<file path="src/rtl/rr_pop_sched_if.sv">
// Bus between the round-robin dequeue stage, the shared multi-queue buffer and the consumer.
// The scheduler takes the master side; the environment takes the slave side.
interface rr_pop_sched_if #(
    parameter int BITDATA = 4,
    parameter int NUMFIFO = 8
);
    localparam int BITFIFO = $clog2(NUMFIFO);

    logic               push;
    logic [BITFIFO-1:0] pu_prt;
    logic               pop;
    logic [BITFIFO-1:0] po_prt;
    logic [BITDATA-1:0] po_dout;
    logic               out_vld;
    logic               out_rdy;
    logic [BITFIFO-1:0] out_prt;
    logic [BITDATA-1:0] out_data;
    logic [NUMFIFO-1:0] q_full;
    logic [NUMFIFO-1:0] q_empty;
    logic               ovf_err;

    modport master (
        input  push, pu_prt, po_dout, out_rdy,
        output pop, po_prt, out_vld, out_prt, out_data, q_full, q_empty, ovf_err
    );

    modport slave (
        output push, pu_prt, po_dout, out_rdy,
        input  pop, po_prt, out_vld, out_prt, out_data, q_full, q_empty, ovf_err
    );
endinterface

</file>
<file path="src/rtl/rr_pop_sched.sv">
// Round-robin dequeue stage: tracks per-queue occupancy by snooping pushes, pops one
// non-empty queue per cycle and holds the result in a registered valid/ready stage.
module rr_pop_sched #(
    parameter int NUMELEM = 4,
    parameter int BITDATA = 4,
    parameter int NUMFIFO = 8
) (
    input  logic           clk,
    input  logic           rst,
    rr_pop_sched_if.master bus
);
    localparam int BITELEM = $clog2(NUMELEM);
    localparam int BITFIFO = $clog2(NUMFIFO);
    localparam logic [BITELEM:0]   FULL_CNT = NUMELEM[BITELEM:0];
    localparam logic [BITFIFO-1:0] LAST_IDX = BITFIFO'(NUMFIFO - 1);

    logic [BITELEM:0]   cnt_q [NUMFIFO];
    logic [BITELEM:0]   cnt_d [NUMFIFO];
    logic [NUMFIFO-1:0] elig;
    logic [NUMFIFO-1:0] push_hit;
    logic [NUMFIFO-1:0] pop_hit;
    logic [BITFIFO-1:0] last_grant_q, last_grant_d;
    logic [BITFIFO-1:0] sel, sel_hi, sel_lo;
    logic               found_hi, found_lo;
    logic               pop;
    logic               push_oob;
    logic               ovf_hit;
    logic               out_vld_q, out_vld_d;
    logic [BITFIFO-1:0] out_prt_q, out_prt_d;
    logic [BITDATA-1:0] out_data_q, out_data_d;
    logic               ovf_q, ovf_d;

    always_comb begin
        for (int i = 0; i < NUMFIFO; i++) begin
            elig[i]        = (cnt_q[i] != '0);
            bus.q_empty[i] = (cnt_q[i] == '0);
            bus.q_full[i]  = (cnt_q[i] == FULL_CNT);
        end
    end

    // Lowest eligible index above last_grant wins; otherwise wrap to the lowest eligible index.
    always_comb begin
        // NOTE: every combinational output gets a default first so no latch is inferred.
        found_hi = 1'b0;
        found_lo = 1'b0;
        sel_hi   = '0;
        sel_lo   = '0;
        for (int i = 0; i < NUMFIFO; i++) begin
            if (elig[i] && !found_lo) begin
                found_lo = 1'b1;
                sel_lo   = BITFIFO'(i);
            end
            if (elig[i] && !found_hi && (BITFIFO'(i) > last_grant_q)) begin
                found_hi = 1'b1;
                sel_hi   = BITFIFO'(i);
            end
        end
        sel = found_hi ? sel_hi : sel_lo;
    end

    assign pop        = !rst && (|elig) && (!out_vld_q || bus.out_rdy);
    assign bus.pop    = pop;
    assign bus.po_prt = pop ? sel : '0;

    if (NUMFIFO == (1 << BITFIFO)) begin : g_pow2
        assign push_oob = 1'b0;
    end else begin : g_npow2
        assign push_oob = bus.push && (int'(bus.pu_prt) >= NUMFIFO);
    end

    // A push into a full queue is dropped unless the same queue is popped in that cycle.
    always_comb begin
        ovf_hit = push_oob;
        for (int i = 0; i < NUMFIFO; i++) begin
            push_hit[i] = bus.push && (bus.pu_prt == BITFIFO'(i));
            pop_hit[i]  = pop && (sel == BITFIFO'(i));
            cnt_d[i]    = cnt_q[i];
            if (push_hit[i] && !pop_hit[i]) begin
                if (cnt_q[i] == FULL_CNT) ovf_hit = 1'b1;
                else                      cnt_d[i] = cnt_q[i] + 1'b1;
            end else if (pop_hit[i] && !push_hit[i]) begin
                cnt_d[i] = cnt_q[i] - 1'b1;
            end
        end
    end

    always_comb begin
        out_vld_d    = out_vld_q;
        out_prt_d    = out_prt_q;
        out_data_d   = out_data_q;
        last_grant_d = last_grant_q;
        ovf_d        = ovf_q | ovf_hit;
        if (pop) begin
            out_vld_d    = 1'b1;
            out_prt_d    = sel;
            out_data_d   = bus.po_dout;
            last_grant_d = sel;
        end else if (bus.out_rdy) begin
            out_vld_d = 1'b0;
        end
    end

    // NOTE: non-blocking assignments so every register updates from the same pre-edge values.
    always_ff @(posedge clk) begin
        if (rst) begin
            // NOTE: the count array is control state, not bulk data, so it must be reset.
            for (int i = 0; i < NUMFIFO; i++) cnt_q[i] <= '0;
            last_grant_q <= LAST_IDX;
            out_vld_q    <= 1'b0;
            out_prt_q    <= '0;
            out_data_q   <= '0;
            ovf_q        <= 1'b0;
        end else begin
            cnt_q        <= cnt_d;
            last_grant_q <= last_grant_d;
            out_vld_q    <= out_vld_d;
            out_prt_q    <= out_prt_d;
            out_data_q   <= out_data_d;
            ovf_q        <= ovf_d;
        end
    end

    assign bus.out_vld  = out_vld_q;
    assign bus.out_prt  = out_prt_q;
    assign bus.out_data = out_data_q;
    assign bus.ovf_err  = ovf_q;
endmodule

</file>
<file path="src/flat_wrapper.sv">
// flat-port wrapper written by rule: the top's interface ports become plain ports
module rr_pop_sched_flat 
#(
    parameter int NUMELEM = 4,
    parameter int BITDATA = 4,
    parameter int NUMFIFO = 8
)
  (clk, rst, bus_push, bus_pu_prt, bus_po_dout, bus_out_rdy, bus_pop, bus_po_prt, bus_out_vld, bus_out_prt, bus_out_data, bus_q_full, bus_q_empty, bus_ovf_err);
  rr_pop_sched_if #(.BITDATA(BITDATA), .NUMFIFO(NUMFIFO)) bus_i ();
  input  logic clk;
  input  logic rst;
  input wire logic [$bits(bus_i.push)-1:0] bus_push;
  input wire logic [$bits(bus_i.pu_prt)-1:0] bus_pu_prt;
  input wire logic [$bits(bus_i.po_dout)-1:0] bus_po_dout;
  input wire logic [$bits(bus_i.out_rdy)-1:0] bus_out_rdy;
  output wire logic [$bits(bus_i.pop)-1:0] bus_pop;
  output wire logic [$bits(bus_i.po_prt)-1:0] bus_po_prt;
  output wire logic [$bits(bus_i.out_vld)-1:0] bus_out_vld;
  output wire logic [$bits(bus_i.out_prt)-1:0] bus_out_prt;
  output wire logic [$bits(bus_i.out_data)-1:0] bus_out_data;
  output wire logic [$bits(bus_i.q_full)-1:0] bus_q_full;
  output wire logic [$bits(bus_i.q_empty)-1:0] bus_q_empty;
  output wire logic [$bits(bus_i.ovf_err)-1:0] bus_ovf_err;
  assign bus_i.push = bus_push;
  assign bus_i.pu_prt = bus_pu_prt;
  assign bus_i.po_dout = bus_po_dout;
  assign bus_i.out_rdy = bus_out_rdy;
  assign bus_pop = bus_i.pop;
  assign bus_po_prt = bus_i.po_prt;
  assign bus_out_vld = bus_i.out_vld;
  assign bus_out_prt = bus_i.out_prt;
  assign bus_out_data = bus_i.out_data;
  assign bus_q_full = bus_i.q_full;
  assign bus_q_empty = bus_i.q_empty;
  assign bus_ovf_err = bus_i.ovf_err;
  rr_pop_sched #(.NUMELEM(NUMELEM), .BITDATA(BITDATA), .NUMFIFO(NUMFIFO)) u_core (.clk(clk), .rst(rst), .bus(bus_i));
endmodule
</file>
<file path="config.mk">
export PLATFORM = sky130hd
export DESIGN_NAME = rr_pop_sched_flat
export DESIGN_NICKNAME = d
export VERILOG_FILES = /design/src/rtl/rr_pop_sched_if.sv /design/src/rtl/rr_pop_sched.sv /design/src/flat_wrapper.sv
export SDC_FILE = /design/constraint.sdc
export NUM_CORES = 1
export LEC_CHECK = 0
export CAP_MARGIN = 20
export CORE_MARGIN = 2
export CORE_UTILIZATION = 35
export DETAILED_ROUTE_END_ITERATION = 7
export HOLD_SLACK_MARGIN = 0.02
export SLEW_MARGIN = 30
export SYNTH_ARGS = -nofsm -noshare
export SYNTH_HDL_FRONTEND = slang
export SYNTH_SLANG_ARGS = --single-unit
</file>
<file path="constraint.sdc">
create_clock -name clk -period 2.8 [get_ports clk]
set_input_delay 0.56 -clock clk [delete_from_list [all_inputs] [get_ports clk]]
set_output_delay 0.56 -clock clk [all_outputs]
set_load 0.03 [all_outputs]
</file>
==> results of run 1 <==
[area by class of cell]
type | instances | area, sq um
fill | 618 | 2800
multi-input combinational | 237 | 1950
timing repair buffer | 127 | 1060
sequential | 36 | 724
tap | 96 | 120
clock buffer | 6 | 72.6
inverter | 15 | 66.3
clock inverter | 2 | 35.0
[flip-flops by register name, indices dropped and copies added (netlist names)]
name and flops:
u_core.bus.out_data 4, u_core.bus.out_prt 3, u_core.bus.out_vld 1, u_core.bus.ovf_err 1
u_core.cnt_q 24, u_core.last_grant_q 3
[cell families after synthesis]
logic type,synth area share [%]
AOI/OAI and AO/OA,15.8
xor gates and xnor gates,5.97
adders and majority gates,6.42
buffers and inverters,4.41
DFF,28.9
muxes,9.08
and+or+nand+nor,29.4
[worst max-delay path: stages, from the launching register on]
cell      delay, ns
dfxtp_1        0.31
or3_4          0.44
buf_4          0.16
a21oi_4        0.13
a21oi_4        0.09
o311ai_4       0.35
buf_6          0.17
buf_4          0.12
a21oi_4        0.06
nand2b_4       0.16
fa_2           0.40
inv_1          0.06
nor2_1         0.04
mux2i_1        0.15
xor2_1         0.15
nor2_1         0.05
[repair_timing]
item                                    CTS  global route
cloned                                    0             0
endpoints found under the setup margin   26            27
gates resized for setup                  17            28
buffers inserted                          7             8
pin swaps                                19            17
[through the flow]
step / cell area, sq um / setup TNS, ns
6_report: 4030 / -1.45
3_5_place_dp: 3620 / -2.34
2_1_floorplan: 2640 / -1.13
5_1_grt: 4030 / -4.36
3_3_place_gp: 3620 / -1.95
4_1_cts: 3840 / -0.753
[worst paths after layout]
path / startpoint / to / slack [ns]
max: u_core.cnt_q[14]$_SDFFE_PP0P_ / u_core.cnt_q[8]$_SDFFE_PP0P_ / -0.15
min: u_core.bus.out_prt[1]$_SDFFE_PP0P_ / u_core.bus.out_prt[1]$_SDFFE_PP0P_ / 0.46
max reg2reg: u_core.cnt_q[14]$_SDFFE_PP0P_ / u_core.cnt_q[8]$_SDFFE_PP0P_ / -0.15
min reg2reg: u_core.bus.out_prt[1]$_SDFFE_PP0P_ / u_core.bus.out_prt[1]$_SDFFE_PP0P_ / 0.46
[cells in the mapped netlist (all sizes together) (4+ instances only)]
library cell | instances | area share (%)
o211ai | 5 | 1.5
and3 | 5 | 1.3
inv | 15 | 2.3
buf | 4 | 1.3
nand2b | 8 | 2.0
nand2 | 29 | 4.4
o21ai | 8 | 1.6
a21oi | 6 | 1.8
clkbuf | 6 | 0.90
nor3 | 11 | 2.8
fa | 8 | 6.4
a211oi | 7 | 2.7
nand3b | 4 | 1.2
nand3 | 4 | 0.80
nand4 | 4 | 1.0
xor2 | 11 | 3.9
nor2 | 52 | 7.8
and2 | 6 | 1.5
xnor2 | 6 | 2.1
mux2i | 20 | 8.2
dfxtp | 36 | 29
nor3b | 4 | 1.2
or3 | 6 | 1.8
[routing by layer]
metal	vias up	GRT usage (%)	routed length (um)
met5	-	0	0
met4	0	3.72	116
met3	9	3.26	218
met2	43	31.2	3420
met1	1188	24.8	3280
li1	1278	-	-
[layout by cell type (no fill, tap or decap), types with 3 or more instances in the layout]
cell,count
buf_4,86
nor2_1,52
clkdlybuf4s50_1,35
dfxtp_1,33
nand2_1,27
mux2i_1,14
xor2_1,11
inv_1,10
fa_2,8
nor3_1,7
xnor2_1,6
buf_6,6
or3_4,5
nand2b_1,5
o21ai_0,5
o211ai_1,5
clkbuf_8,5
nand4_1,4
nand3_1,4
a21oi_4,4
and3_1,4
nor3b_1,4
nand3b_1,4
nor3_4,3
o21ai_2,3
and2_1,3
a21o_1,3
a211oi_1,3
nand2b_4,3
a211oi_4,3
mux2i_4,3
mux2i_2,3
dfxtp_2,3
==> metrics.yaml, run 1 <==
layout.nets: 441
avgSynthCellArea_sq_um: 8.37
critPathLaunchType: "register"
ios: 40
period_minus_slack_ns: 2.95
hold_class: "register to register"
whs_ns: 0.456
final_antenna_net_count: 0
fp.coreArea_sq_um: 6830
place_ws_ns: -0.218
crit_path_max_fanout: 6
first_global_vias: 2384
tritoncts: "yes"
clk_pin_slew_ns: 0.08
drive_gt1_share_pct: 39.5
yosysWarnings: 0
synth_seq_area_share_pct: 28.9
violations: "negative setup slack"
post-route-period-util_pct: 105
drv_slew: 0
fin_ws_ns: -0.150
die_area_sq_um: 7820
avgRoutedWirePerCell_um: 13.6
hold_violations: 0
end_kind: "register"
ys_seq_elements: 36
die_w_um: 88.4
port_buffers: 39
gr-total-overflow: 0
crit_type: "register to register"
status: "complete, but fails checks"
synth_cells: 298
worst_pin_slew_ns: 0.510
maxClockFrequency_mhz: 339
drc_errors: 0
grt.total_usage_pct: 18.4
start_util_pct: 36.5
rsz0062_at_grt: "true"
n_antenna_cell: 0
num_vias: 2518
critPathArrivalTime_ns: 3.13
critPathRequiredTime_ns: 2.98
max-slew-margin-rel_pct: 65.9
hpwl_mm: 5.17
dp.cells: 497
clock-root-buffer: "clkbuf_8"
antenna_found_initial: 0
h-tree-depth: 2
cts_buffers: 5
synthesis.nets: 317
fin_skew_ns: 0.00558
insertion_delay_ns: 0.29
async_reset_ff_share_pct: 0
area_growth_syn_to_layout_pct: 61.4
cap_viol_max_count: 0
via_per_inst: 4.85
yosys.cell_types.count: 60
clock_sinks: 36
instances_no_fill: 519
cts.hold.buffers_added: 0
synth_enable_flop_cells: 0
grt_max_degree: 36
first_pass_iters: 4
syn_area_sq_um: 2490
worstHoldPathCells: 1
grt_pass1_wl_mm: 11.3
die_h_um: 88.4
gp_congestion: 0.892
initialDrtViolationCount: 98
std_cell_rows: 30
setup_viol_count_final: 18
reg2regPathDepth: 15
fin_util_pct: 59.0
synthFlopType: "dfxtp_1"
wl_mm: 7.04
clk_path_buf_depth: 2
Power of run 1 is left out: the tool's default activity adds up to more than one toggle a clock period on the data nets, which glitch-free logic cannot reach.
==> run 2: changes to the inputs <==
--- a/config.mk
+++ b/config.mk
@@ -7,7 +7,7 @@
 export LEC_CHECK = 0
 export CAP_MARGIN = 20
 export CORE_MARGIN = 2
-export CORE_UTILIZATION = 35
+export CORE_UTILIZATION = 40
 export DETAILED_ROUTE_END_ITERATION = 7
 export HOLD_SLACK_MARGIN = 0.02
 export SLEW_MARGIN = 30
==> run 2 against run 1 <==
The run still ends with negative setup slack left. Wire length increased by 10%. Sequential share of layout area decreased by 0.92 points. Final area increased by 6.1%. Utilization increased by 12 points. Fmax decreased by 4.6%. Via count increased by 3.9%. Worst setup slack got worse by 0.14 ns. Clock skew decreased by 0.0010 ns. Highest routed layer unchanged.
==> metrics.yaml, run 2 (synthesis gave the netlist of run 1 again) <==
status: "complete, but fails checks"
violations: "negative setup slack"
worst_pin_slew_ns: 0.511  # +0.00174 ns
antenna_found_initial: 0  # unchanged
critPathRequiredTime_ns: 2.96  # -0.02 ns
fp.coreArea_sq_um: 5990  # -12%
drv_slew: 0  # unchanged
maxClockFrequency_mhz: 323  # -4.6%
clock_sinks: 36  # unchanged
die_h_um: 83.0  # -6.2%
drive_gt1_share_pct: 45.5  # +6.0 points
layout.nets: 451  # +2.3%
die_w_um: 83.0  # -6.2%
crit_path_max_fanout: 6  # unchanged
largest_reg_flops: 24  # unchanged
tritoncts: "yes"
dp.cells: 484  # -2.6%
grt_pass1_wl_mm: 12.1  # +7.2%
start_util_pct: 41.6  # +5.1 points
h-tree-depth: 2  # unchanged
place_ws_ns: -0.379  # -0.161 ns
instances_no_fill: 508  # -2.1%
ios: 40  # unchanged
n_antenna_cell: 0  # unchanged
critPathLaunchType: "register"
rsz0062_at_grt: "true"
wl_mm: 7.75  # +10%
final_common_cell: "buf_4"
first_global_vias: 2528  # +6.0%
insertion_delay_ns: 0.29  # about the same
period_minus_slack_ns: 3.09  # +0.142 ns
gr-total-overflow: 0  # unchanged
fin_ws_ns: -0.292  # -0.142 ns
die_area_sq_um: 6880  # -12%
setup_viol_count_final: 25  # +7
std_cell_rows: 28  # -6.7%
clk_pin_slew_ns: 0.07  # about the same
first_pass_iters: 4  # unchanged
post-route-period-util_pct: 110  # +5.1 points
num_vias: 2616  # +3.9%
crit_type: "register to register"
final_antenna_net_count: 0  # unchanged
cap_viol_max_count: 0  # unchanged
gp_congestion: 0.858  # -3.8%
end_kind: "register"
clock-root-buffer: "clkbuf_8"
hold_class: "register to register"
mostFrequentLayoutCells: "buf_4 (81), nor2_1 (51), clkdlybuf4s50_1 (35)"
port_buffers: 39  # unchanged
cts_buffers: 5  # unchanged
area_growth_syn_to_layout_pct: 71.3
grt.total_usage_pct: 21.4  # +3.0 points
critPathArrivalTime_ns: 3.25  # +0.12 ns
avgRoutedWirePerCell_um: 15.3  # +12%
via_per_inst: 5.15  # +6.1%
initialDrtViolationCount: 119  # +21%
hold_violations: 0  # unchanged
drc_errors: 0  # unchanged
hpwl_mm: 5.27  # +2.0%
fin_skew_ns: 0.00456  # -0.00102 ns
max-slew-margin-rel_pct: 65.8  # -0.082 points
top_register: "u_core.cnt_q"
clk_path_buf_depth: 2  # unchanged
grt_max_degree: 36  # unchanged
num-fill-cells: 457  # -26%
## run 2: cell types whose count changed in the layout (fill, tap and decap cells not counted), sizes merged
cell,previous run,this run
bufinv,1,0
clkinv,1,0
clkbuf,6,8
buf,92,102
## run 2: metal layers
metal	vias to the layer above	part of all wire, %	GRT usage [%]	wire, um
li1	1305	-	-	-
met1	1241	45	27.8	3500
met2	58	49	36.3	3780
met3	12	3.9	3.48	304
met4	0	2.1	6.71	163
met5	-	0	0	0
## run 2: final timing paths
check                                           from                                 end  slack (ns)  cells after the start
setup / recovery       u_core.cnt_q[14]$_SDFFE_PP0P_       u_core.cnt_q[14]$_SDFFE_PP0P_       -0.29                     13
hold / removal    u_core.bus.out_prt[1]$_SDFFE_PP0P_  u_core.bus.out_prt[1]$_SDFFE_PP0P_        0.45                      1
setup reg to reg       u_core.cnt_q[14]$_SDFFE_PP0P_       u_core.cnt_q[14]$_SDFFE_PP0P_       -0.29                     13
hold reg to reg   u_core.bus.out_prt[1]$_SDFFE_PP0P_  u_core.bus.out_prt[1]$_SDFFE_PP0P_        0.45                      1
## run 2: final cells by class
cell class | count | area, sq um | share of cell area, %
Sequential cell | 36 | 729 | 17.1
Multi-Input combinational cell | 237 | 2080 | 48.6
Clock buffer | 8 | 90.1 | 2.11
Timing Repair Buffer | 137 | 1220 | 28.6
Inverter | 15 | 63.8 | 1.49
Tap cell | 75 | 93.8 | 2.20
## run 2: stage by stage
step / hold WS, ns / setup TNS [ns] / utilization, % / area (sq um)
after floorplan: 0.483 / -1.13 / - / 2640
after global placement: 0.436 / -3.28 / 61.2 / 3670
after detailed placement: 0.439 / -4.39 / 61.2 / 3670
after CTS: 0.456 / -2.34 / 67.4 / 4040
after global routing: 0.474 / -6.93 / 71.3 / 4270
final: 0.449 / -4.14 / 71.3 / 4270
## run 2: critical path, stage by stage (launching register included)
cell and delay [ns]:
dfxtp_2 0.32, or3_4 0.47, a22oi_2 0.35, o211ai_1 0.14
o211ai_1 0.34, buf_4 0.21, buf_12 0.10, a211oi_4 0.04
nand2b_4 0.15, fa_2 0.35, and2_4 0.14, mux2i_1 0.15
xor2_1 0.15, nor2_1 0.05
## run 2: repair_timing
item / 4_1_cts / 5_1_grt
hold buffers: 0 / 0
setup endpoints to repair: 27 / 28
pin swaps: 24 / 48
resized for setup: 40 / 44
setup buffers: 12 / 15
Power of run 2 is left out for the same reason.
